==> src/rtl/instr_sequencer.sv <==
// Multi-cycle instruction sequencer: steps each instruction through
// fetch/decode/execute/memory/writeback and drives the datapath strobes.
// A memory wait that runs too long parks the FSM in ERROR until reset.
module instr_sequencer #(
    parameter int TIMEOUT = 15
) (
    input  logic       clk,
    input  logic       rst,
    input  logic       run,
    input  logic       load,
    input  logic       store,
    input  logic       branch,
    input  logic       jal,
    input  logic       reg_write,
    input  logic       br_taken,
    input  logic       mem_ready,
    output logic       mem_req,
    output logic       mem_we,
    output logic       addr_sel,
    output logic       ir_en,
    output logic       pc_en,
    output logic       pc_sel,
    output logic       rf_we,
    output logic       instr_done,
    output logic       timeout_err,
    output logic [2:0] state
);

    typedef enum logic [2:0] {
        S_IDLE      = 3'd0,
        S_FETCH     = 3'd1,
        S_DECODE    = 3'd2,
        S_EXECUTE   = 3'd3,
        S_MEMORY    = 3'd4,
        S_WRITEBACK = 3'd5,
        S_ERROR     = 3'd6
    } state_t;

    // The last tolerated wait cycle: a miss here trips the timeout.
    localparam logic [7:0] WAIT_LAST = 8'(TIMEOUT - 1);

    state_t     cur, nxt;
    logic       f_load, f_store, f_jal, f_branch, f_rw, f_bt;
    logic       n_load, n_store, n_jal, n_branch, n_rw, n_bt;
    logic [7:0] wait_cnt, n_wait;

    assign state = cur;

    // Instruction register captures the fetched word the cycle memory answers.
    assign ir_en = (cur == S_FETCH) && mem_ready;

    // Next-state, latched-flag and wait-counter decisions.
    always_comb begin
        nxt      = cur;
        n_load   = f_load;
        n_store  = f_store;
        n_jal    = f_jal;
        n_branch = f_branch;
        n_rw     = f_rw;
        n_bt     = f_bt;
        n_wait   = wait_cnt;
        case (cur)
            S_IDLE: begin
                if (run) begin
                    nxt    = S_FETCH;
                    n_wait = '0;
                end
            end
            S_FETCH, S_MEMORY: begin
                if (mem_ready) begin
                    nxt = (cur == S_FETCH) ? S_DECODE : S_WRITEBACK;
                end else begin
                    n_wait = wait_cnt + 8'd1;
                    if (wait_cnt == WAIT_LAST) nxt = S_ERROR;
                end
            end
            S_DECODE: begin
                // Only one class survives: load > store > jal > branch.
                n_load   = load;
                n_store  = store && !load;
                n_jal    = jal && !load && !store;
                n_branch = branch && !load && !store && !jal;
                n_rw     = reg_write;
                nxt      = S_EXECUTE;
            end
            S_EXECUTE: begin
                n_bt   = br_taken;
                n_wait = '0;
                nxt    = (f_load || f_store) ? S_MEMORY : S_WRITEBACK;
            end
            S_WRITEBACK: begin
                n_wait = '0;
                nxt    = run ? S_FETCH : S_IDLE;
            end
            S_ERROR: nxt = S_ERROR;
            default: nxt = S_IDLE;
        endcase
    end

    // State, flags and registered strobes (decoded from the upcoming state).
    always_ff @(posedge clk or negedge rst) begin
        if (!rst) begin
            cur         <= S_IDLE;
            f_load      <= 1'b0;
            f_store     <= 1'b0;
            f_jal       <= 1'b0;
            f_branch    <= 1'b0;
            f_rw        <= 1'b0;
            f_bt        <= 1'b0;
            wait_cnt    <= '0;
            mem_req     <= 1'b0;
            mem_we      <= 1'b0;
            addr_sel    <= 1'b0;
            pc_en       <= 1'b0;
            pc_sel      <= 1'b0;
            rf_we       <= 1'b0;
            instr_done  <= 1'b0;
            timeout_err <= 1'b0;
        end else begin
            cur         <= nxt;
            f_load      <= n_load;
            f_store     <= n_store;
            f_jal       <= n_jal;
            f_branch    <= n_branch;
            f_rw        <= n_rw;
            f_bt        <= n_bt;
            wait_cnt    <= n_wait;
            mem_req     <= (nxt == S_FETCH) || (nxt == S_MEMORY);
            addr_sel    <= (nxt == S_MEMORY);
            mem_we      <= (nxt == S_MEMORY) && n_store;
            pc_en       <= (nxt == S_WRITEBACK);
            instr_done  <= (nxt == S_WRITEBACK);
            rf_we       <= (nxt == S_WRITEBACK) && n_rw && !n_store;
            pc_sel      <= (nxt == S_WRITEBACK) && (n_jal || (n_branch && n_bt));
            timeout_err <= timeout_err || (nxt == S_ERROR);
        end
    end

endmodule

==> config.mk <==
export PLATFORM = sky130hd
export DESIGN_NAME = instr_sequencer
export DESIGN_NICKNAME = d
export VERILOG_FILES = /design/src/rtl/instr_sequencer.sv
export SDC_FILE = /design/constraint.sdc
export NUM_CORES = 1
export LEC_CHECK = 0
export CAP_MARGIN = 15
export CORE_ASPECT_RATIO = 0.75
export CORE_UTILIZATION = 27
export DETAILED_ROUTE_END_ITERATION = 12
export GPL_TIMING_DRIVEN = 0
export SYNTH_ARGS = -nofsm -noshare
export SYNTH_HDL_FRONTEND = slang
export SYNTH_SLANG_ARGS = --single-unit
==> constraint.sdc <==
create_clock -name clk -period 1.45 [get_ports clk]
set_input_delay 0.2175 -clock clk [delete_from_list [all_inputs] [get_ports clk]]
set_output_delay 0.2175 -clock clk [all_outputs]
set_load 0.02 [all_outputs]
## After elaboration in Yosys (flattened, before gate mapping)

Cells that the tools add are included.

- ROM bits: 0
- Memories kept: 0
- Bits in latches: 0
- Input bits: 10
- Bits in writable memories: 0
- Logic and storage cells: 69
- Register bits: 24

- Divide/modulo/power cells: 0
- $lt $le $gt $ge: 0
- Shifts and indexed selects: 0
- Reductions and logical operators: 25
- Bitwise logic cells: 0
- Multipliers: 0
- Multiplexer cells: 15
- $add $sub $neg: 1
- Equality and inequality tests: 13

Operators with widths:

| operator | number |
|---|---|
| case mux 8 bit (3 select lines) | 1 |
| equality test 3 bit (second input constant) | 6 |
| case mux 3 bit (6 select lines) | 1 |
| two-way mux 8 bit | 2 |
| logical AND 1 bit | 12 |
| two-way mux 3 bit | 4 |
| adder 8 x 1 -> 8 bit (second input constant) | 1 |
| equality test 8 x 4 -> 1 bit (second input constant) | 1 |
| two-way mux 1 bit | 7 |
| equality test 3 x 1 -> 1 bit (second input constant) | 2 |
| equality test 3 x 2 -> 1 bit (second input constant) | 2 |
| logical NOT 1 bit | 4 |
| logical OR 1 bit | 4 |
| inequality test 2 bit (second input constant) | 2 |
| OR reduction 2 bit | 2 |
| logical NOT 3 bit | 1 |
| AND reduction 3 bit | 1 |
| nonzero test 3 bit | 1 |

## Logic depth before layout (Yosys ltp)

Gate-level depths: netlist (run 1).

- Depth after elaboration: 8
- Depth in mapped cells: 6

## Worst setup path before layout (run 1)

Ideal clock, no wire load.

- Path kind: flip-flop to flip-flop
- Start point: register cur[0] (netlist: state[0])
- End point: register pc_sel
- Cell stages (with the launch flop): 6
- Slack: -0.158 ns
- Data required time: 1.315 ns
- Arrival time: 1.473 ns
- Path through: dfrtp_1 -> clkbuf_4 -> nand3b_4 -> mux2_4 -> a211oi_1 -> nor4_2

- Elaborated cells on any way between the ends: 20
- Those cells by class: eq/ne (7); mux (8); reduce/logical (5)

RTL lines:

| item | RTL line | text |
|---|---|---|
| start, declared | 42 | `state_t cur, nxt;` |
| start signal, assigned | 120 | `cur <= nxt;` |
| equality test 3 x 2 -> 1 bit | 62 | `case (cur)` |
| two-way mux 1 bit | 62 |  |
| net n_bt | 44 | `logic n_load, n_store, n_jal, n_branch, n_rw, n_bt;` |
| logical AND 1 bit | 134 | `pc_sel <= (nxt == S_WRITEBACK) && (n_jal \|\| (n_branch && n_bt));` |
| logical OR 1 bit | 134 |  |
| logical AND 1 bit | 134 |  |
| end signal, assigned | 134 |  |
| end, declared | 22 | `output logic pc_sel,` |

The timed path passes the listed nets, and every way through them passes these cells.
A chain may end at the register's enable or synchronous reset.

## Worst setup path after layout (run 1)

- Start point: register wait_cnt[0]
- End point: register pc_sel

- Longest elaborated chain between the ends: 6

Ends and longest elaborated chain:

| item | RTL line | text |
|---|---|---|
| start, declared | 45 | `logic [7:0] wait_cnt, n_wait;` |
| start signal, assigned | 127 | `wait_cnt <= n_wait;` |
| equality test 8 x 4 -> 1 bit | 74 | `if (wait_cnt == WAIT_LAST) nxt = S_ERROR;` |
| two-way mux 3 bit | 74 |  |
| two-way mux 3 bit | 70 | `if (mem_ready) begin` |
| case mux 3 bit (6 select lines) | 62 |  |
| equality test 3 bit | 134 |  |
| logical AND 1 bit | 134 |  |

Every way passes these cells.

==> impl_results.md, run 1 <==
* Clock tree root driver cell: clkbuf_8
* Combinational family with the most area after synthesis: simple AND/OR/NAND/NOR gates
* Area added between synthesis and finish at 62.5%
* Clock slew at the register clock pins of the worst setup and hold paths at 0.09 ns
* Antenna diode count at 0
* Reg-to-Reg Start: wait_cnt[0]
* Max-cap violations at 0
* Number of buffers created by CTS at 3
* Global-route wire length before repair at 5.93 mm
* Setup crit end kind: register
* Cells after Synth at 140
* Largest net degree at the start of global routing at 25
* Vias per inst at 4.98
* Data required time of the worst path at 1.60 ns
* Count of endpoints failing hold in the final timing report at 0
* Post-synthesis share of cell area spent on full adders, half adders and majority gates at 1.77%
* Layout filler cell count at 429
* Later-pin clock latency in the skew report at 0.27 ns
* Mux share of post-synthesis cell area at 6.01%
* Violations in the final reports: setup timing
* Placeable core region at 0.00495 mm^2
* Initial core utilization at 28.6%
* Switching power as a share of total power at 40.7%
* Sequential fraction of the synthesis area at 42.4%
* Sequential share of power at 22.6%
* Number of standard cells in the layout, taps in and fillers out at 246
* Setup Total Neg Slack at -1.70 ns
* Hold_buf cts at 0
* Data arrival, critical path at 1.76 ns
* Share of power burned in combinational logic at 64.9%
* Net count of the mapped netlist at 152
* Post-Place Cells at 221
* Largest stage delay on the critical path at 0.42 ns
* Flip-flop cell with the highest count after synthesis: dfrtp_1
* Worst Setup Path Type: register to register
* Site Rows at 22
* Critical Path Start Type: register
* Setup Skew at 0.00268 ns
* Power per standard cell area at 2060 mW/mm^2
* Fmax at 621 MHz
* Count of final max-slew check failures at 0
* Via count at 1225
* Post-placement worst setup slack at -0.588 ns
* Slowest stage cell on the critical path: dfrtp_2
* Share of the synthesized area in compound gates (AO/OA/AOI/OAI) at 12.4%
* Maximum fanout along the worst path at 4
* # setup viols final at 15
* Unrepaired setup endpoints after global routing: true
* Number of DRC markers in iteration 0 at 44
* Die outline height at 64.7 um
* Critical-path cell list: inv_2 -> ha_4 -> nor4b_4 -> a21oi_2 -> a211oi_4 -> nor4_2
* Global route overflow at 0
* Int Pwr at 2810 uW
* Wire length per cell after detailed routing at 15.4 um
* Combined area of all synthesized cells at 0.00142 mm^2
* Overall routing resource usage at 13.6%
* Relative contribution of the clock network to total power at 12.6%
* Final #Nets at 199
* Period utilisation layout at 111%
* Remaining design rule violation count at 0
* Total wirelength of the detailed-routed design at 3.79 mm
* Time the worst path needs with I/O delays and setup at 1.61 ns
* Class of the most critical hold timing path: input pin to asynchronous set/reset pin
* Count of boundary I/O pins at 22
* Static leakage at 0.000973 uW
* Final critical-path setup slack at -0.159 ns
* Share of final-layout standard cells stronger than drive strength 1 at 44.6%
* Worst rel slew slack at 72.3%
* Post-detail-place hpwl at 2.44 mm
* Vias in the first global route at 1224
* Simple logic cell fraction of the synthesized area at 31.9%
* Width of the chip at 85.6 um
* Syn_area_per_cell at 10.1 um^2
* Critical path buffer and inverter count at 1
* Initial antenna violation count at 0
* Leading cell type in the layout, fill and taps excluded: nand2_1
* Switching power at 1930 uW
* Number of flip-flops in the largest register at 8
* Most frequent cells in the layout: nand2_1 (21), dfrtp_1 (19), buf_4 (15), clkdlybuf4s50_1 (10), buf_6 (8)
* Routability Congestion at 0.808
* Post-synth ARST share at 100%
* Worst supply voltage drop on vdd at 547 uV
* Count of flip-flops with a built-in enable after synthesis at 0
* H-tree lvl count at 1
* Area of the die at 0.00554 mm^2
* Result of the run: finished, violations left
* Synthesized-area fraction occupied by xor and xnor cells at 0.618%
* Number of buffers between clock root and the deepest sink at 2
* Top register by number of flip-flops: wait_cnt
* Slew of the pin with the lowest slew margin at 0.414 ns
* Number of flip-flops and latches in the synthesized netlist at 24
* Largest delay share family, worst path: compound AO/OA/AOI/OAI gates
* Total Power at 4740 uW
* Antenna violation net count after detailed routing at 0
* TritonCTS clock tree: yes
* Pre-antenna DRT Iters at 4
* Port buffer count at 21
* Hold WS at 0.179 ns
* Origin of the worst setup path: wait_cnt[0]
* Sink count of the clock tree at 24
* Yosys warns at 0
* Unique cell type count in the Yosys netlist at 43
## cells in the mapped netlist (2+ instances only)
library cell / n / area [um^2]
o31ai_1: 2 / 15.0
buf_2: 2 / 10.0
a31oi_1: 2 / 12.5
o22ai_1: 3 / 18.8
nand2_1: 24 / 90.1
a21oi_1: 4 / 20.0
or2_1: 2 / 12.5
mux2i_1: 7 / 70.1
nor2_1: 5 / 18.8
and2_1: 4 / 25.0
nand3_1: 2 / 10.0
nor4_2: 6 / 75.1
inv_1: 4 / 15.0
ha_1: 2 / 25.0
nor3b_1: 3 / 22.5
nand2b_1: 8 / 50.1
nor4b_2: 2 / 30.0
o21ai_0: 5 / 25.0
or3b_1: 2 / 17.5
dfrtp_1: 24 / 601
nand4_1: 2 / 12.5
buf_4: 3 / 22.5
a21oi_2: 2 / 17.5
## power groups by stage
stage / Sequential, uW / Clock (uW) / Combinational, uW
final: 1070 / 596 / 3070
after global routing: 1100 / 633 / 3290
after global placement: 1110 / 0 / 2040
after floorplan: 1190 / 0 / 1430
after detailed placement: 1130 / 0 / 2080
after CTS: 1060 / 613 / 2510
## final timing paths
kind                               end  slack (ns)  cells after the start
max                             pc_sel       -0.16                      6
min                        wait_cnt[5]        0.18                      1
max reg2reg                     pc_sel       -0.16                      6
min reg2reg                       f_rw        0.48                      2
max in group asynchronous     state[0]        0.84                      2
min in group clk               mem_req        0.44                      3
## layer usage
metal  share of wire [%]  vias to the layer above  GRT usage [%]
li1                    -                      593              -
met1                  47                      615           18.6
met2                  50                       13           22.6
met3                 1.8                        4           1.27
met4                 1.2                        0           5.00
met5                   0                        -              0
## per-stage QoR
stage	cell area [um^2]	utilization, %
6_report	2300	46.4
5_1_grt	2300	46.4
4_1_cts	2060	41.5
3_5_place_dp	1850	37.4
3_3_place_gp	1850	37.4
2_1_floorplan	1570	-
## cells by family (layout without fill, tap and decap cells)
logic type                 count (synthesis)  count (layout)
adders and majority gates                  2               2
xor gates and xnor gates                   1               1
muxes                                      8               8
DFF                                       24              24
and+or+nand+nor                           68              68
AOI/OAI and AO/OA                         25              25
buffers and inverters                     12              58
## what timing repair did
item	CTS	global route
buffers inserted	9	12
pin swaps	10	23
setup endpoints to repair	26	24
gates cloned	0	1
gates resized for setup	34	34
## final cells by class
type | instances | area, um^2 | share of cell area, %
multi-input cells | 104 | 990 | 43.0
flip-flops and latches | 24 | 607 | 26.4
repair buffers | 43 | 433 | 18.8
plain buffers | 7 | 110 | 4.79
well taps | 60 | 75.1 | 3.26
clock buffers | 3 | 41.3 | 1.79
clock inverters | 1 | 30.0 | 1.31
inverters | 4 | 15.0 | 0.653
Power figures use the tool's default switching activity.
==> inputs of run 2 (changes only) <==
- ABC_AREA: unset -> 1
==> impl_results.md, run 2 <==
* # setup viols final at 9 (was 15)
* Area added between synthesis and finish at 52.7% (was 62.5%)
* Initial antenna violation count at 0 (unchanged)
* Most instantiated library cell after synthesis: nand2_1
* Number of flip-flops and latches in the synthesized netlist at 24 (unchanged)
* Fmax at 641 MHz (was 621 MHz)
* Power per standard cell area at 2040 mW/mm^2 (was 2060 mW/mm^2)
* Final critical-path setup slack at -0.110 ns (was -0.159 ns)
* Pre-antenna DRT Iters at 4 (unchanged)
* Vias per inst at 4.39 (was 4.98)
* Global route overflow at 0 (unchanged)
* Critical Path Start Type: register (unchanged)
* Data required time of the worst path at 1.23 ns (was 1.60 ns)
* Vias in the first global route at 956 (was 1224)
* Clock tree root driver cell: clkbuf_8 (unchanged)
* Yosys warns at 0 (unchanged)
* Antenna diode count at 0 (unchanged)
* Unique cell type count in the Yosys netlist at 25 (was 43)
* Origin of the worst setup path: state[1] (was wait_cnt[0])
* Global-route wire length before repair at 4.54 mm (was 5.93 mm)
* Hold_buf cts at 0 (unchanged)
* Sink count of the clock tree at 24 (unchanged)
* Count of flip-flops with a built-in enable after synthesis at 0 (unchanged)
* Net count of the mapped netlist at 163 (was 152)
* Area of the die at 0.00484 mm^2 (was 0.00554 mm^2)
* Synth cell count leaders: nand2_1 (39), dfrtp_1 (24), inv_1 (20), nor2_1 (12) (was dfrtp_1 (24), nand2_1 (24), nand2b_1 (8), mux2i_1 (7), nor4_2 (6))
* Routability Congestion at 0.833 (was 0.808)
* Width of the chip at 80.0 um (was 85.6 um)
* Clock slew at the register clock pins of the worst setup and hold paths at 0.08 ns (was 0.09 ns)
* Sequential fraction of the synthesis area at 48.8% (was 42.4%)
* Count of boundary I/O pins at 22 (unchanged)
* Wire length per cell after detailed routing at 11.5 um (was 15.4 um)
* Result of the run: finished, violations left (unchanged)
* Flip-flop cell with the highest count after synthesis: dfrtp_1 (unchanged)
* H-tree lvl count at 1 (unchanged)
* Leading cell type in the layout, fill and taps excluded: nand2_1 (unchanged)
* Post-synth ARST share at 100% (unchanged)
* Met1 routed wirelength after detailed routing at 1.38 mm (was 1.78 mm)
* Overall routing resource usage at 12.8% (was 13.6%)
* Class of the most critical hold timing path: input pin to asynchronous set/reset pin (unchanged)
* Largest stage delay on the critical path at 0.46 ns (was 0.42 ns)
* Port buffer count at 21 (unchanged)
* Area fraction of the dominant cell type after synthesis at 48.8% (was 42.4%)
* Antenna violation net count after detailed routing at 0 (unchanged)
* Slew of the pin with the lowest slew margin at 0.498 ns (was 0.414 ns)
* Reg-to-Reg Start: state[2] (was wait_cnt[0])
* Max-cap violations at 0 (unchanged)
* Static leakage at 0.000961 uW (was 0.000973 uW)
* Final #Nets at 206 (was 199)
* Highest routed layer: met4 (unchanged)
* Placeable core region at 0.00420 mm^2 (was 0.00495 mm^2)
* Cell types occupying the most area after synthesis: dfrtp_1 (49%), nand2_1 (12%), inv_1 (6.1%) (was dfrtp_1 (42%), nand2_1 (6.4%), nor4_2 (5.3%))
* Syn_area_per_cell at 8.15 um^2 (was 10.1 um^2)
* Top register by number of flip-flops: wait_cnt (unchanged)
* Total wirelength of the detailed-routed design at 2.86 mm (was 3.79 mm)
* Largest delay share family, worst path: flip-flops (was compound AO/OA/AOI/OAI gates)
* Worst supply voltage drop on vdd at 775 uV (was 547 uV)
* Maximum fanout along the worst path at 4 (unchanged)
* Later-pin clock latency in the skew report at 0.27 ns (about the same)
* Slowest stage cell on the critical path: dfrtp_2 (unchanged)
* Initial core utilization at 29.3% (was 28.6%)
* Data arrival, critical path at 1.34 ns (was 1.76 ns)
* Number of flip-flops in the largest register at 8 (unchanged)
* Critical-path cell list: buf_4 -> nor3_4 -> buf_6 (was inv_2 -> ha_4 -> nor4b_4 -> a21oi_2 -> a211oi_4 -> nor4_2)
* Post-Place Cells at 227 (was 221)
* Total Power at 3840 uW (was 4740 uW)
* Unrepaired setup endpoints after global routing: true (unchanged)
* Site Rows at 20 (was 22)
* Area taken by multi-input logic gates at 662 um^2 (was 990 um^2)
* Period utilisation layout at 108% (was 111%)
* Number of standard cells in the layout, taps in and fillers out at 248 (was 246)
* Time the worst path needs with I/O delays and setup at 1.56 ns (was 1.61 ns)
* Count of endpoints failing hold in the final timing report at 0 (unchanged)
* Number of DRC markers in iteration 0 at 61 (was 44)
* Die outline height at 60.5 um (was 64.7 um)
* Cells after Synth at 151 (was 140)
* Cell taking the most area after synthesis: dfrtp_1 (unchanged)
* Layout filler cell count at 434 (was 429)
* Number of buffers between clock root and the deepest sink at 2 (unchanged)
* TritonCTS clock tree: yes (unchanged)
* Remaining design rule violation count at 0 (unchanged)
* Worst Setup Path Type: register to primary output (was register to register)
* Setup crit end kind: primary output (was register)
* Register area at 604 um^2 (was 607 um^2)
* Most frequent cells in the layout: nand2_1 (33), dfrtp_1 (21), inv_1 (17), buf_4 (16), clkdlybuf4s50_1 (11) (was nand2_1 (21), dfrtp_1 (19), buf_4 (15), clkdlybuf4s50_1 (10), buf_6 (8))
* Largest net degree at the start of global routing at 25 (unchanged)
* Count of final max-slew check failures at 0 (unchanged)
* Worst rel slew slack at 66.7% (was 72.3%)
* Combined area of all synthesized cells at 0.00123 mm^2 (was 0.00142 mm^2)
* Setup Total Neg Slack at -0.476 ns (was -1.70 ns)
* Routed length on met3 at 106 um (was 69 um)
* Number of buffers created by CTS at 3 (unchanged)
* DR WL met2 at 1.34 mm (was 1.89 mm)
* Setup Skew at 0.00314 ns (was 0.00268 ns)
* Share of final-layout standard cells stronger than drive strength 1 at 33.7% (was 44.6%)
* Via count at 1089 (was 1225)
* Post-detail-place hpwl at 1.91 mm (was 2.44 mm)
* Violations in the final reports: setup timing (unchanged)
* Critical path buffer and inverter count at 2 (was 1)
## run 2: per-stage QoR
stage	hold WS (ns)	instance area, um^2	utilization [%]	setup slack (ns)
6_report	0.277	1880	44.7	-0.110
5_1_grt	0.303	1880	44.7	-0.189
4_1_cts	0.476	1690	40.3	-0.0473
3_5_place_dp	0.449	1530	36.4	-0.438
3_3_place_gp	0.463	1530	36.4	-0.420
2_1_floorplan	-0.0781	1250	-	-0.0113
## run 2: where the power goes
part           switching, uW  total, uW  internal (uW)
clock                    211        580            369
combinational           1270       2220            947
sequential               162       1040            875
total                   1650       3840           2190
## run 2: cell type report
class | count | share of cell area [%]
Multi-Input combinational cell | 103 | 35.2
Buffer | 1 | 0.399
Sequential cell | 24 | 32.1
Clock inverter | 1 | 1.60
Tap cell | 55 | 3.66
Inverter | 23 | 4.86
Clock buffer | 3 | 2.20
Timing Repair Buffer | 38 | 20.0
## run 2: cell families after synthesis
logic type | count (synthesis) | synth area share (%)
buffers and inverters | 24 | 7.62
xor gates and xnor gates | 1 | 0.712
muxes | 1 | 0.915
and+or+nand+nor | 82 | 31.5
AOI/OAI and AO/OA | 17 | 8.43
DFF | 24 | 48.8
adders and majority gates | 2 | 2.03
## run 2: repair_timing
item / in CTS / in global routing
setup buffers: 8 / 8
endpoints found under the setup margin: 17 / 21
resized for setup: 19 / 30
pin swaps: 2 / 12
## run 2: path summary, 6_finish.rpt
check | end | slack [ns] | cells past startpoint
worst min-delay path | wait_cnt[2] | 0.28 | 1
max in group asynchronous | state[0] | 0.71 | 2
worst max-delay path | ir_en | -0.11 | 3
worst min register to register | timeout_err | 0.47 | 2
worst max register to register | rf_we | -0.08 | 9
min in group clk | timeout_err | 0.47 | 2
## run 2: routing by layer
layer | GRT usage [%] | vias up
met5 | 0 | -
met3 | 3.46 | 4
met4 | 4.59 | 0
met1 | 17.6 | 498
li1 | - | 566
met2 | 19.7 | 21
==> inputs of run 3 (changes only) <==
- PLACE_DENSITY: unset -> 0.48
==> impl_results.md, run 3 (synthesis gave the netlist of run 2 again) <==
* TritonCTS clock tree: yes (unchanged)
* Slew of the pin with the lowest slew margin at 0.461 ns (was 0.498 ns)
* Vias per inst at 4.48 (was 4.39)
* Result of the run: finished, violations left (unchanged)
* Area of the die at 0.00484 mm^2 (unchanged)
* Total wirelength of the detailed-routed design at 3.16 mm (was 2.86 mm)
* Number of flip-flops in the largest register at 8 (unchanged)
* Port buffer count at 21 (unchanged)
* Fmax at 654 MHz (was 641 MHz)
* Leading cell type in the layout, fill and taps excluded: nand2_1 (unchanged)
* Width of the chip at 80.0 um (unchanged)
* Final #Nets at 207 (was 206)
* Later-pin clock latency in the skew report at 0.27 ns (about the same)
* Count of endpoints failing hold in the final timing report at 0 (unchanged)
* Data required time of the worst path at 1.23 ns (about the same)
* Initial antenna violation count at 0 (unchanged)
* Critical-path cell list: inv_2 -> nand2_4 -> nor3_4 -> buf_6 (was buf_4 -> nor3_4 -> buf_6)
* Overall routing resource usage at 14.0% (was 12.8%)
* Data arrival, critical path at 1.31 ns (was 1.34 ns)
* Pre-antenna DRT Iters at 4 (unchanged)
* Remaining design rule violation count at 0 (unchanged)
* Via count at 1115 (was 1089)
* Initial core utilization at 29.3% (unchanged)
* Placeable core region at 0.00420 mm^2 (unchanged)
* Largest net degree at the start of global routing at 25 (unchanged)
* Unrepaired setup endpoints after global routing: true (unchanged)
* Period utilisation layout at 105% (was 108%)
* Top register by number of flip-flops: wait_cnt (unchanged)
* Number of buffers between clock root and the deepest sink at 2 (unchanged)
* Post-Place Cells at 227 (unchanged)
* Antenna diode count at 0 (unchanged)
* Wire length per cell after detailed routing at 12.7 um (was 11.5 um)
* H-tree lvl count at 1 (unchanged)
* Area added between synthesis and finish at 49.2% (was 52.7%)
* Static leakage at 0.000959 uW (was 0.000961 uW)
* Slowest stage cell on the critical path: dfrtp_2 (unchanged)
* Antenna violation net count after detailed routing at 0 (unchanged)
* # setup viols final at 5 (was 9)
* Number of DRC markers in iteration 0 at 71 (was 61)
* Setup crit end kind: primary output (unchanged)
* Die outline height at 60.5 um (unchanged)
* Violations in the final reports: setup timing (unchanged)
* Vias in the first global route at 1013 (was 956)
* Worst Setup Path Type: register to primary output (unchanged)
* Layout filler cell count at 408 (was 434)
* Site Rows at 20 (unchanged)
* Share of final-layout standard cells stronger than drive strength 1 at 33.0% (was 33.7%)
* Setup Skew at 0.00416 ns (was 0.00314 ns)
* Power per standard cell area at 2010 mW/mm^2 (was 2040 mW/mm^2)
* Number of standard cells in the layout, taps in and fillers out at 249 (was 248)
* Max-cap violations at 0 (unchanged)
* Final critical-path setup slack at -0.0784 ns (was -0.110 ns)
* Clock tree root driver cell: clkbuf_8 (unchanged)
* Post-detail-place hpwl at 2.04 mm (was 1.91 mm)
* Critical Path Start Type: register (unchanged)
* Worst rel slew slack at 69.2% (was 66.7%)
* Number of buffers created by CTS at 3 (unchanged)
* Most frequent cells in the layout: nand2_1 (33), dfrtp_1 (21), inv_1 (18), buf_4 (18), clkdlybuf4s50_1 (10) (was nand2_1 (33), dfrtp_1 (21), inv_1 (17), buf_4 (16), clkdlybuf4s50_1 (11))
* Global-route wire length before repair at 5.00 mm (was 4.54 mm)
* Post-placement worst setup slack at -0.402 ns (was -0.438 ns)
* Worst supply voltage drop on vdd at 795 uV (was 775 uV)
* Class of the most critical hold timing path: input pin to asynchronous set/reset pin (unchanged)
* Routability Congestion at 0.770 (was 0.833)
* Sink count of the clock tree at 24 (unchanged)
* Global route overflow at 0 (unchanged)
* Clock slew at the register clock pins of the worst setup and hold paths at 0.09 ns (was 0.08 ns)
* Maximum fanout along the worst path at 4 (unchanged)
* Largest stage delay on the critical path at 0.44 ns (was 0.46 ns)
* Count of final max-slew check failures at 0 (unchanged)
* Count of boundary I/O pins at 22 (unchanged)
* Time the worst path needs with I/O delays and setup at 1.53 ns (was 1.56 ns)
-- run 3: changes by cell type in the layout (fill, tap and decap cells not counted), moves of 2 or more --
cell	change
o21ai_0	+2
buf_4	+2
o21ai_1	-3
inv_4	-2
-- run 3: per-layer routing --
layer	global-route usage (%)	up-vias	wire, um
li1	-	567	-
met3	3.61	2	183
met5	0	-	0
met4	3.32	0	27
met2	20.3	30	1370
met1	21.0	516	1570
-- run 3: metrics by stage --
step | hold slack [ns] | total power [uW] | setup TNS (ns) | cell area [um^2] | util (%)
6_report | 0.263 | 3680 | -0.183 | 1840 | 43.7
5_1_grt | 0.281 | 3950 | -1.26 | 1840 | 43.7
4_1_cts | 0.475 | 3450 | -0.0703 | 1720 | 40.9
3_5_place_dp | 0.449 | 2620 | -6.36 | 1530 | 36.4
3_3_place_gp | 0.449 | 2600 | -4.71 | 1530 | 36.4
2_1_floorplan | -0.0781 | 2110 | -0.0113 | 1250 | -
-- run 3: cell type report --
type                            instances  area [um^2]  share of cell area (%)
Multi-Input combinational cell        103          646                    35.1
Sequential cell                        24          604                    32.9
Timing Repair Buffer                   39          369                    20.1
Inverter                               23         86.3                    4.70
Tap cell                               55         68.8                    3.75
Clock buffer                            4         55.1                    3.00
Buffer                                  1         7.51                   0.409
-- run 3: path summary, 6_finish.rpt --
path | startpoint | endpoint | slack (ns) | cells after the start
worst max-delay path | state[2] | ir_en | -0.08 | 4
worst min-delay path | rst | wait_cnt[5] | 0.26 | 1
worst max register to register | state[2] | wait_cnt[0] | -0.06 | 8
worst min register to register | timeout_err | timeout_err | 0.47 | 2
max in group asynchronous | rst | state[2] | 0.73 | 2
min in group clk | timeout_err | timeout_err | 0.47 | 2
-- run 3: report_power, final --
group          switching (uW)  internal [uW]  leakage (uW)
registers                 133            874      0.000311
clock network             214            242     0.0000288
logic                    1290            935      0.000620
-- run 3: repair_timing --
action                                  4_1_cts  5_1_grt
endpoints found under the setup margin       19       18
hold buffers                                  0        0
cloned                                        0        0
buffers inserted                             13        4
endpoints found under the hold margin         0        0
gates resized for setup                      23       20
pin swaps                                     7        7
-- run 3: critical path, delay by kind of cell (launching register included) --
kind,cells,cell delay (ns)
DFF,1,0.44
and+or+nand+nor,2,0.36
buffers and inverters,2,0.24
